===== src/rtl/booth_pkg.sv =====
// Shared types and constants for the radix-2 Booth multiplier controller.
package booth_pkg;

  typedef enum logic [2:0] {
    IDLE,
    LOAD_M,
    LOAD_Q,
    ARITH,
    SHIFT,
    OUT_A,
    OUT_Q,
    DONE
  } booth_state_t;

  localparam int C0_IDX = 0;
  localparam int C1_IDX = 1;
  localparam int C2_IDX = 2;
  localparam int C3_IDX = 3;
  localparam int C4_IDX = 4;
  localparam int C5_IDX = 5;
  localparam int C6_IDX = 6;
  localparam int C7_IDX = 7;

  localparam logic [1:0] DEC_ADD = 2'b01;
  localparam logic [1:0] DEC_SUB = 2'b10;

  // Registered strobe value for a state; c3/c4 depend on q0/q_1 and are decoded elsewhere.
  function automatic logic strobe_on(booth_state_t s, int idx);
    logic on;
    on = 1'b0;
    case (idx)
      C0_IDX:  on = (s == LOAD_Q);
      C1_IDX:  on = (s == LOAD_M);
      C2_IDX:  on = (s == LOAD_Q);
      C5_IDX:  on = (s == SHIFT);
      C6_IDX:  on = (s == OUT_A);
      C7_IDX:  on = (s == OUT_Q);
      default: on = 1'b0;
    endcase
    return on;
  endfunction

endpackage


===== src/rtl/booth_iter_cnt.sv =====
// Booth iteration counter; last flags the final iteration so the FSM exits before any wrap.
module booth_iter_cnt
  import booth_pkg::*;
#(
  parameter int N = 8
) (
  input  logic                 clk,
  input  logic                 rst,
  input  logic                 clr,
  input  logic                 inc,
  output logic [$clog2(N)-1:0] cnt,
  output logic                 last
);

  localparam int CW = $clog2(N);

  always_ff @(posedge clk or posedge rst) begin
    if (rst) begin
      cnt <= '0;
    end else if (clr) begin
      cnt <= '0;
    end else if (inc) begin
      cnt <= cnt + 1'b1;
    end
  end

  assign last = (cnt == CW'(N - 1));

endmodule


===== src/rtl/booth_ctrl.sv =====
// Radix-2 Booth multiplier control FSM; optional sticky protocol error output under BOOTH_CTRL_ERR_EN.
module booth_ctrl
  import booth_pkg::*;
#(
  parameter int N = 8
) (
  input  logic clk,
  input  logic rst,
  input  logic start,
  input  logic q0,
  input  logic q_1,
  output logic ready,
  output logic done,
  output logic c0,
  output logic c1,
  output logic c2,
  output logic c3,
  output logic c4,
  output logic c5,
  output logic c6,
  output logic c7
`ifdef BOOTH_CTRL_ERR_EN
  ,
  output logic err
`endif
);

  localparam int CW = $clog2(N);

  booth_state_t    state;
  booth_state_t    next_state;
  logic [CW-1:0]   cnt;
  logic            last;
  logic [1:0]      dec;

  booth_iter_cnt #(.N(N)) u_iter_cnt (
    .clk  (clk),
    .rst  (rst),
    .clr  (state == LOAD_Q),
    .inc  ((state == SHIFT) && !last),
    .cnt  (cnt),
    .last (last)
  );

  always_comb begin
    next_state = state;
    case (state)
      IDLE:    if (start) next_state = LOAD_M;
      LOAD_M:  next_state = LOAD_Q;
      LOAD_Q:  next_state = ARITH;
      ARITH:   next_state = SHIFT;
      SHIFT:   next_state = last ? OUT_A : ARITH;
      OUT_A:   next_state = OUT_Q;
      OUT_Q:   next_state = DONE;
      DONE:    next_state = IDLE;
      default: next_state = IDLE;
    endcase
  end

  // Outputs are registered from the next state so they line up with the state they belong to.
  always_ff @(posedge clk or posedge rst) begin
    if (rst) begin
      state <= IDLE;
      ready <= 1'b1;
      done  <= 1'b0;
      c0    <= 1'b0;
      c1    <= 1'b0;
      c2    <= 1'b0;
      c5    <= 1'b0;
      c6    <= 1'b0;
      c7    <= 1'b0;
    end else begin
      state <= next_state;
      ready <= (next_state == IDLE);
      done  <= (next_state == DONE);
      c0    <= strobe_on(next_state, C0_IDX);
      c1    <= strobe_on(next_state, C1_IDX);
      c2    <= strobe_on(next_state, C2_IDX);
      c5    <= strobe_on(next_state, C5_IDX);
      c6    <= strobe_on(next_state, C6_IDX);
      c7    <= strobe_on(next_state, C7_IDX);
    end
  end

  assign dec = {q0, q_1};
  assign c3  = (state == ARITH) && ((dec == DEC_ADD) || (dec == DEC_SUB));
  assign c4  = (state == ARITH) && (dec == DEC_SUB);

`ifdef BOOTH_CTRL_ERR_EN
  always_ff @(posedge clk or posedge rst) begin
    if (rst) begin
      err <= 1'b0;
    end else if (start && (state != IDLE) && (state != DONE)) begin
      err <= 1'b1;
    end
  end
`endif

  // The counter holds at N-1 on exit, so the readout always follows exactly N iterations.
  a_full_iterations: assert property (@(posedge clk) disable iff (rst)
    (state == OUT_A) |-> (cnt == CW'(N - 1)));

endmodule


===== config.mk =====
export PLATFORM = sky130hd
export DESIGN_NAME = booth_ctrl
export DESIGN_NICKNAME = d
export VERILOG_FILES = /design/src/rtl/booth_pkg.sv /design/src/rtl/booth_iter_cnt.sv /design/src/rtl/booth_ctrl.sv
export SDC_FILE = /design/constraint.sdc
export NUM_CORES = 1
export LEC_CHECK = 0
export CORE_ASPECT_RATIO = 0.7
export CORE_MARGIN = 2
export CORE_UTILIZATION = 30
export DETAILED_ROUTE_END_ITERATION = 16
export GPL_TIMING_DRIVEN = 0
export RECOVER_POWER = 50
export SLEW_MARGIN = 20
export SYNTH_ARGS = -nofsm -noshare
export SYNTH_HDL_FRONTEND = slang
export SYNTH_SLANG_ARGS = --single-unit
export TNS_END_PERCENT = 50

===== constraint.sdc =====
create_clock -name clk -period 3.7 [get_ports clk]
set_input_delay 1.11 -clock clk [delete_from_list [all_inputs] [get_ports clk]]
set_output_delay 1.11 -clock clk [all_outputs]
set_load 0.005 [all_outputs]

* After elaboration in Yosys (flattened, before gate mapping)
Cells that the tools add are included.
Storage, ports and cells: register bits 13, bits in latches 0, bits in writable memories 0, bits in read-only memories 0, bits of input ports 5, output and inout bits 10, word-level logic and storage cells 39, memories kept 0
Operators by class: $add $sub $neg 1, multipliers 0, divide/modulo/power cells 0, order comparisons 0, equality and inequality tests 16, shifts and indexed selects 0, multiplexer cells 5, bitwise gates (word level) 0, reduce and logical (&&, ||, !) cells 8
Operators by type and width (count):
- equality test 3 bit, second input constant | 9
- one-hot mux 3 bit (8 select lines) | 1
- two-way mux 3 bit | 4
- equality test 3 x 2 -> 1 bit, second input constant | 3
- equality test 3 x 1 -> 1 bit, second input constant | 2
- zero test 3 bit | 2
- adder 3 x 1 -> 3 bit, second input constant | 1
- logical AND 1 bit | 3
- equality test 2 x 1 -> 1 bit, second input constant | 1
- equality test 2 bit, second input constant | 1
- nonzero test 2 bit | 1
- zero test 1 bit | 1
- logical OR 1 bit | 1

* Logic depth before layout (Yosys ltp)
Gate-level depths: netlist of the first run.
depth after elaboration 5, mapped depth 5

* Modules after synthesis
Synthesis of the first run repeated with hierarchy kept, for this count alone.
Second synthesis, totals: cell total of the unflattened synthesis 52, area total of the unflattened synthesis 643.1 µm²
By module, submodules not included:
- booth_ctrl | times used 1, cells each 40, area each 499.2 µm²
- booth_iter_cnt | times used 1, cells each 12, area each 143.9 µm²

* Least setup slack after synthesis of the first run
No wires, ideal clock.
path type input -> output, start in q_1, end out c3, arrival 1.588 ns, data required time 2.590 ns, setup slack 1.002 ns, stages 3, buffers on the path 0, cells stage by stage inv_1 ha_1 nor3_1
Between the ends: longest elaborated chain between the ends 3, elaborated cells on any way between the ends 4, classes of those cells eq/ne (2); reduce/logical (2)
Ends and longest elaborated chain:
- start: declaration | line booth_ctrl.sv:11 | input logic q_1,
- equality test 2 x 1 -> 1 bit / equality test 2 bit (equally long branches) | line booth_ctrl.sv:86 | assign c3 = (state == ARITH) && ((dec == DEC_ADD) || (dec == DEC_SUB));
- logical OR 1 bit * | line booth_ctrl.sv:86
- logical AND 1 bit * | line booth_ctrl.sv:86
- end: declaration | line booth_ctrl.sv:17 | output logic c3,
Mark *: on every way between the ends. The rest lies on a longest branch, timed or not.

* Worst setup path in the final report of the first run
start in q_1, end out c4
Between the ends: longest elaborated chain between the ends 2
Ends and longest elaborated chain:
- equality test 2 bit | line booth_ctrl.sv:87 | assign c4 = (state == ARITH) && (dec == DEC_SUB);
- logical AND 1 bit | line booth_ctrl.sv:87
- end: declaration | line booth_ctrl.sv:18 | output logic c4,
No other way between the ends.

==> results of run 1 <==
==> layout make-up <==
type / instances / area share, %
Clock buffer: 4 / 3.371
Buffer: 4 / 3.531
Inverter: 4 / 1.926
Multi-Input combinational cell: 30 / 27.45
Timing Repair Buffer: 14 / 18.30
Tap cell: 22 / 3.531
Sequential cell: 13 / 41.89
==> worst paths after layout <==
kind,slack (ns),cells past startpoint,to,start
max reg2reg,2.10,5,u_iter_cnt.cnt[2],u_iter_cnt.cnt[0]
max in group asynchronous,2.05,2,ready,rst
min reg2reg,0.52,1,u_iter_cnt.cnt[1],u_iter_cnt.cnt[1]
min,0.52,1,u_iter_cnt.cnt[1],u_iter_cnt.cnt[1]
min in group asynchronous,1.28,2,c6,rst
max,0.28,5,c4,q_1
==> power by group <==
group	internal (mW)	total (mW)	switching [mW]
Sequential	0.195	0.222	0.0278
Clock	0.0419	0.0884	0.0466
Combinational	0.133	0.255	0.122
==> registers in the layout, summed over array words and instances (netlist names) <==
name and flops:
state 3, ready 1, u_iter_cnt.cnt 3, done 1, c7 1, c5 1
c2 1, c1 1, c6 1
==> critical path: cells and delay by family <==
family,cells,cell delay (ns)
simple gates,1,0.13
buf+inv,3,0.92
fa+ha+maj,1,0.15
==> kinds of logic (layout without fill, tap and decap cells) <==
| group | count (synthesis) | after routing | share of synthesized area (%) |
|---|---|---|---|
| AOI/OAI and AO/OA | 9 | 9 | 10.71 |
| xor gates and xnor gates | 1 | 1 | 1.471 |
| adders and majority gates | 3 | 3 | 6.303 |
| buffers and inverters | 8 | 26 | 7.353 |
| DFF | 13 | 13 | 54.83 |
| muxes | 1 | 1 | 1.681 |
| and+or+nand+nor | 16 | 16 | 17.65 |
==> per-layer routing <==
metal	routed length (um)	up-vias	track usage [%]
met5	0	-	0
met1	555	192	14.15
met2	432	12	15.52
met4	0	0	1.744
met3	77	0	5.994
li1	-	216	-
==> cell usage in the layout (no fill, tap or decap), drive strengths merged <==
cell and instances:
nor3 3, and2 1, inv 4, nor2 3, a22oi 2, nand2b 2, xnor2 1, nand2 1
clkbuf 5, mux2i 1, clkdlybuf4s50 12, o21ai 2, dlymetal6s2s 1, o2bb2ai 3, nor4 1, dfstp 1
a21oi 1, buf 3, nor4b 1, dlygate4sd3 1, ha 3, a211oi 1, nor3b 4, dfrtp 12
==> stage by stage <==
stage          instance area [um^2]  total power, mW  setup WS, ns
2_1_floorplan                 595.6           0.3902         1.002
3_3_place_gp                  763.2           0.4887       0.05203
3_5_place_dp                  763.2           0.4935       0.03833
4_1_cts                       789.5           0.5851       0.03899
5_1_grt                       779.5           0.6138        0.2013
6_report                      779.5           0.5657        0.2754
==> what timing repair did <==
item,CTS,global route
buffers inserted,0,0
setup endpoints to repair,0,1
resized for setup,0,1
==> metrics.yaml, run 1 <==
timing:
  setup_tns_ns: 0
  period_share_pct: 92.56
  setup_viol: 0
  drv_slew: 0
  finalCriticalPeriod_ns: 3.425
  grt_setup_unrepaired: "no"
  max_freq_mhz: 292.0
  tightestPinTransition_ns: 0.4931
  slew_headroom_pct: 67.09
  fin_skew_ns: 0.008353
  hold_ws_ns: 0.5227
  hold_viol_final: 0
clocking:
  cts_htree_levels: 1
  clock_latency_ns: 0.28
  clockBufferDepth: 2
  cts_made_buffers: 3
  cts_root_buf: "clkbuf_4"
  cts_tree: "built"
  clkTransAtPathRegs_ns: 0.08
  holdBufCountCts: 0
  cts_sinks: 13
global_route:
  overflow: 0
  antenna_found_initial: 0
  grt_pass1_wl_mm: 1.773
  grt_use_total_pct: 10.70
  grt_max_degree: 14
  grt_pass1_vias: 376
routing:
  vias: 420
  ant_nets: 0
  wl_per_cell_um: 11.70
  drt-initial-drc-count: 3
  dr.pass1.iters: 2
  viasPerCell: 4.615
  wl_mm: 1.065
  drc: 0
layout:
  multi_input_area_um2: 214.0
  final_core_util_pct: 41.67
  finalNetCount: 78
  drive_above_1_share_pct: 11.59
  post_layout_nonfiller_instances: 91
  area_growth_syn_to_layout_pct: 30.88
  seqCellArea_um2: 326.6
  fillerInstances: 186
  diodes: 0
synth:
  synth_edf_count: 0
  netlist.area_leader.share_pct: 50.42
  synthArstFlopShare_pct: 100.0
  syn_inst: 51
  yosys_most_used_dff: "dfrtp_1"
  ys_ff_latch: 13
  synth_nets: 59
  synth_area_per_cell_um2: 11.68
  ys_seq_area_share_pct: 54.83
  yosysTopAreaCell: "dfrtp_1"
  netlist_top_cells_area: "dfrtp_1 50%, ha_1 6.3%, dfstp_2 4.4%, o2bb2ai_1 4.4%, nor3b_1 3.8%"
  yosysWarnings: 0
  ys_types: 24
  syn_area_um2: 595.6
  post-synth-top-count-cell: "dfrtp_1"
worst_setup_path:
  cpMostUsedCell: "clkdlybuf4s50_1"
  crit_arrival_ns: 2.31
  setup.worst_path.start_class: "input pin"
  required_ns: 2.59
  critical_path_class: "in2out"
  critPathMaxFanout: 1
  path_cells: "clkdlybuf4s50_1 > inv_1 > ha_1 > and2_1 > clkdlybuf4s50_1"
  cp_slowest_cell: "clkdlybuf4s50_1"
  slowest_delay_ns: 0.45
  endpoint_kind: "output port"
hold_path:
  worst_hold_path_type: "reg2reg"
floorplanning:
  die_w_um: 57.26
  start_util_pct: 31.84
  rows: 13
  core_area_um2: 1871
  dieHeight_um: 41.28
  ios: 15
  die_area_um2: 2363
run_status:
  status: "completed"
place:
  gp_congestion: 0.7930
  hpwl_um: 762.7
  io_buffer_count: 14
  dp.cells: 87
flow_run:
  maxCapViolCount: 0
pwr:
  leakage_nw: 0.3518
  power_density_nw_per_um2: 725.7
  ir_drop_uv: 366.4
No activity file was read; power rests on OpenSTA's default activity.
==> run 2, diff against run 1 <==
--- a/config.mk
+++ b/config.mk
@@ -6,7 +6,7 @@
 export NUM_CORES = 1
 export LEC_CHECK = 0
 export CORE_ASPECT_RATIO = 0.7
-export CORE_MARGIN = 2
+export CORE_MARGIN = 8
 export CORE_UTILIZATION = 30
 export DETAILED_ROUTE_END_ITERATION = 16
 export GPL_TIMING_DRIVEN = 0
==> run 2 against run 1 <==
  * Wire length rose by 17%
  * Clock power fell by 2.9%
  * Total power rose by 0.53%
  * Setup slack got worse by 0.0097 ns
  * Global-route usage fell by 3.3 points
  * Core utilization did not move
  * Die area rose by 56%
  * Critical path type unchanged
  * Highest routed layer is now met4
==> metrics.yaml, run 2 (synthesized netlist as in run 1, its figures left out) <==
timing:
  hold_viol_final: 0
  setup_tns_ns: 0
  grt_setup_unrepaired: "no"
  max_freq_mhz: 291.2
  fin_skew_ns: 0.003213
  setup_viol: 0
  slew_headroom_pct: 67.64
  drv_slew: 0
  period_share_pct: 92.82
  finalCriticalPeriod_ns: 3.434
  tightestPinTransition_ns: 0.4848
hold_path:
  min_from: "u_iter_cnt.cnt[1]"
  worst_hold_path_type: "reg2reg"
clocking:
  clock_latency_ns: 0.27
  clockBufferDepth: 2
  cts_tree: "built"
  cts_htree_levels: 1
  holdBufCountCts: 0
  cts_sinks: 13
  clkTransAtPathRegs_ns: 0.08
  cts_made_buffers: 3
  cts_root_buf: "clkbuf_4"
layout:
  multi_input_area_um2: 214.0
  layout_common_cells: "12 x dfrtp_1, 12 x clkdlybuf4s50_1, 4 x nor3b_1"
  fillerInstances: 195
  area_growth_syn_to_layout_pct: 30.88
  finalNetCount: 78
  diodes: 0
  postLayoutCellArea_um2: 779.5
  seqCellArea_um2: 326.6
  top_regs: "state: 3 flops, u_iter_cnt.cnt: 3 flops"
  drive_above_1_share_pct: 11.59
  post_layout_nonfiller_instances: 91
pwr:
  pwr-share-comb_pct: 45.3
  pwr-share-seq_pct: 39.6
  p_clk_share_pct: 15.1
  p_sw_share_pct: 35.16
  internal-power_mw: 0.3687
  leakage_nw: 0.3518
  finalPower_mw: 0.5687
  switching_power_mw: 0.1999
  ir_drop_uv: 406.9
  power_density_nw_per_um2: 729.5
routing:
  vias: 427
  wl_met3_um: 94
  drc: 0
  drt-initial-drc-count: 9
  dr.pass1.iters: 4
  wl_mm: 1.244
  wl_met1_um: 579
  ant_nets: 0
  wl_met2_um: 561
  viasPerCell: 4.692
  top_layer_used: "met4"
  wl_per_cell_um: 13.67
worst_setup_path:
  endpoint_kind: "output port"
  cpMostUsedCell: "clkdlybuf4s50_1"
  slowest_delay_ns: 0.45
  setup.worst_path.start_class: "input pin"
  critPathMaxFanout: 1
  crit_arrival_ns: 2.32
  path_cells: "clkdlybuf4s50_1 > inv_1 > ha_1 > and2_1 > clkdlybuf4s50_1"
  startpoint: "q_1"
  required_ns: 2.59
  critical_path_class: "in2out"
  r2r-start: "u_iter_cnt.cnt[0]"
  reg2reg_slack_ns: 2.05
  cp_slowest_cell: "clkdlybuf4s50_1"
floorplanning:
  core_area_um2: 1871
  ios: 15
  die_w_um: 69.26
  start_util_pct: 31.84
  dieHeight_um: 53.28
  rows: 13
  die_area_um2: 3690
place:
  placed_cell_area_um2: 763.2
  io_buffer_count: 14
  hpwl_um: 912.1
  gp_congestion: 0.7587
  dp.cells: 87
global_route:
  grt_pass1_wl_mm: 2.173
  grt_use_total_pct: 7.400
  antenna_found_initial: 0
  grt_pass1_vias: 440
  grt_max_degree: 14
  overflow: 0
flow_run:
  maxCapViolCount: 0
run_status:
  status: "completed"
run 2: cell counts in the layout (fill, tap and decap cells not counted):
Identical to the previous run, type by type.
run 2: power groups by stage:
| stage | clock, mW | sequential [mW] | combinational, mW |
|---|---|---|---|
| final | 0.0858 | 0.225 | 0.258 |
| after global routing | 0.0986 | 0.231 | 0.291 |
| after CTS | 0.0902 | 0.228 | 0.270 |
| after detailed placement | 0 | 0.231 | 0.269 |
| after global placement | 0 | 0.227 | 0.264 |
| after floorplan | 0 | 0.227 | 0.163 |
run 2: worst max-delay path, delay by kind of cell:
| family | cells | cell delay [ns] |
|---|---|---|
| buffers and inverters | 3 | 0.93 |
| adder cells (fa/ha/maj) | 1 | 0.16 |
| AND/OR/NAND/NOR | 1 | 0.13 |
run 2: area by class of cell:
class | count | area share, %
flip-flops and latches | 13 | 41.89
plain buffers | 4 | 3.531
inverters | 4 | 1.926
well taps | 22 | 3.531
repair buffers | 14 | 18.30
clock buffers | 4 | 3.371
multi-input cells | 30 | 27.45
run 2: routing by layer:
metal	up-vias	track usage, %
met1	198	8.493
met5	-	0
met2	10	11.60
li1	217	-
met4	0	2.034
met3	2	4.291
run 2: worst paths after layout:
kind	end	cells after the start
worst max-delay path	c4	5
worst min-delay path	u_iter_cnt.cnt[1]	1
worst max register to register	u_iter_cnt.cnt[2]	5
worst min register to register	u_iter_cnt.cnt[1]	1
max in group asynchronous	ready	2
min in group asynchronous	state[1]	2
run 2: repair_timing:
item,4_1_cts,5_1_grt
endpoints found under the setup margin,0,1
gates resized for setup,0,1
buffers inserted,0,0
run 2: through the flow:
step / setup slack, ns / hold WS (ns) / utilization [%]
global route: 0.2222 / 0.5636 / 41.67
floorplan: 1.002 / 0.4818 / -
detailed placement: 0.01873 / 0.5080 / 40.80
finish: 0.2657 / 0.5252 / 41.67
global placement: 0.03840 / 0.4986 / 40.80
CTS: 0.01968 / 0.5311 / 42.21
==> run 3, diff against run 2 <==
--- a/config.mk
+++ b/config.mk
@@ -5,11 +5,13 @@
 export SDC_FILE = /design/constraint.sdc
 export NUM_CORES = 1
 export LEC_CHECK = 0
+export ABC_CLOCK_PERIOD_IN_PS = 3700
 export CORE_ASPECT_RATIO = 0.7
 export CORE_MARGIN = 8
 export CORE_UTILIZATION = 30
 export DETAILED_ROUTE_END_ITERATION = 16
 export GPL_TIMING_DRIVEN = 0
+export HOLD_SLACK_MARGIN = 0.02
 export RECOVER_POWER = 50
 export SLEW_MARGIN = 20
 export SYNTH_ARGS = -nofsm -noshare
==> results of run 3 <==
No change in the layout: final DEF, timing and power equal those of run 2.
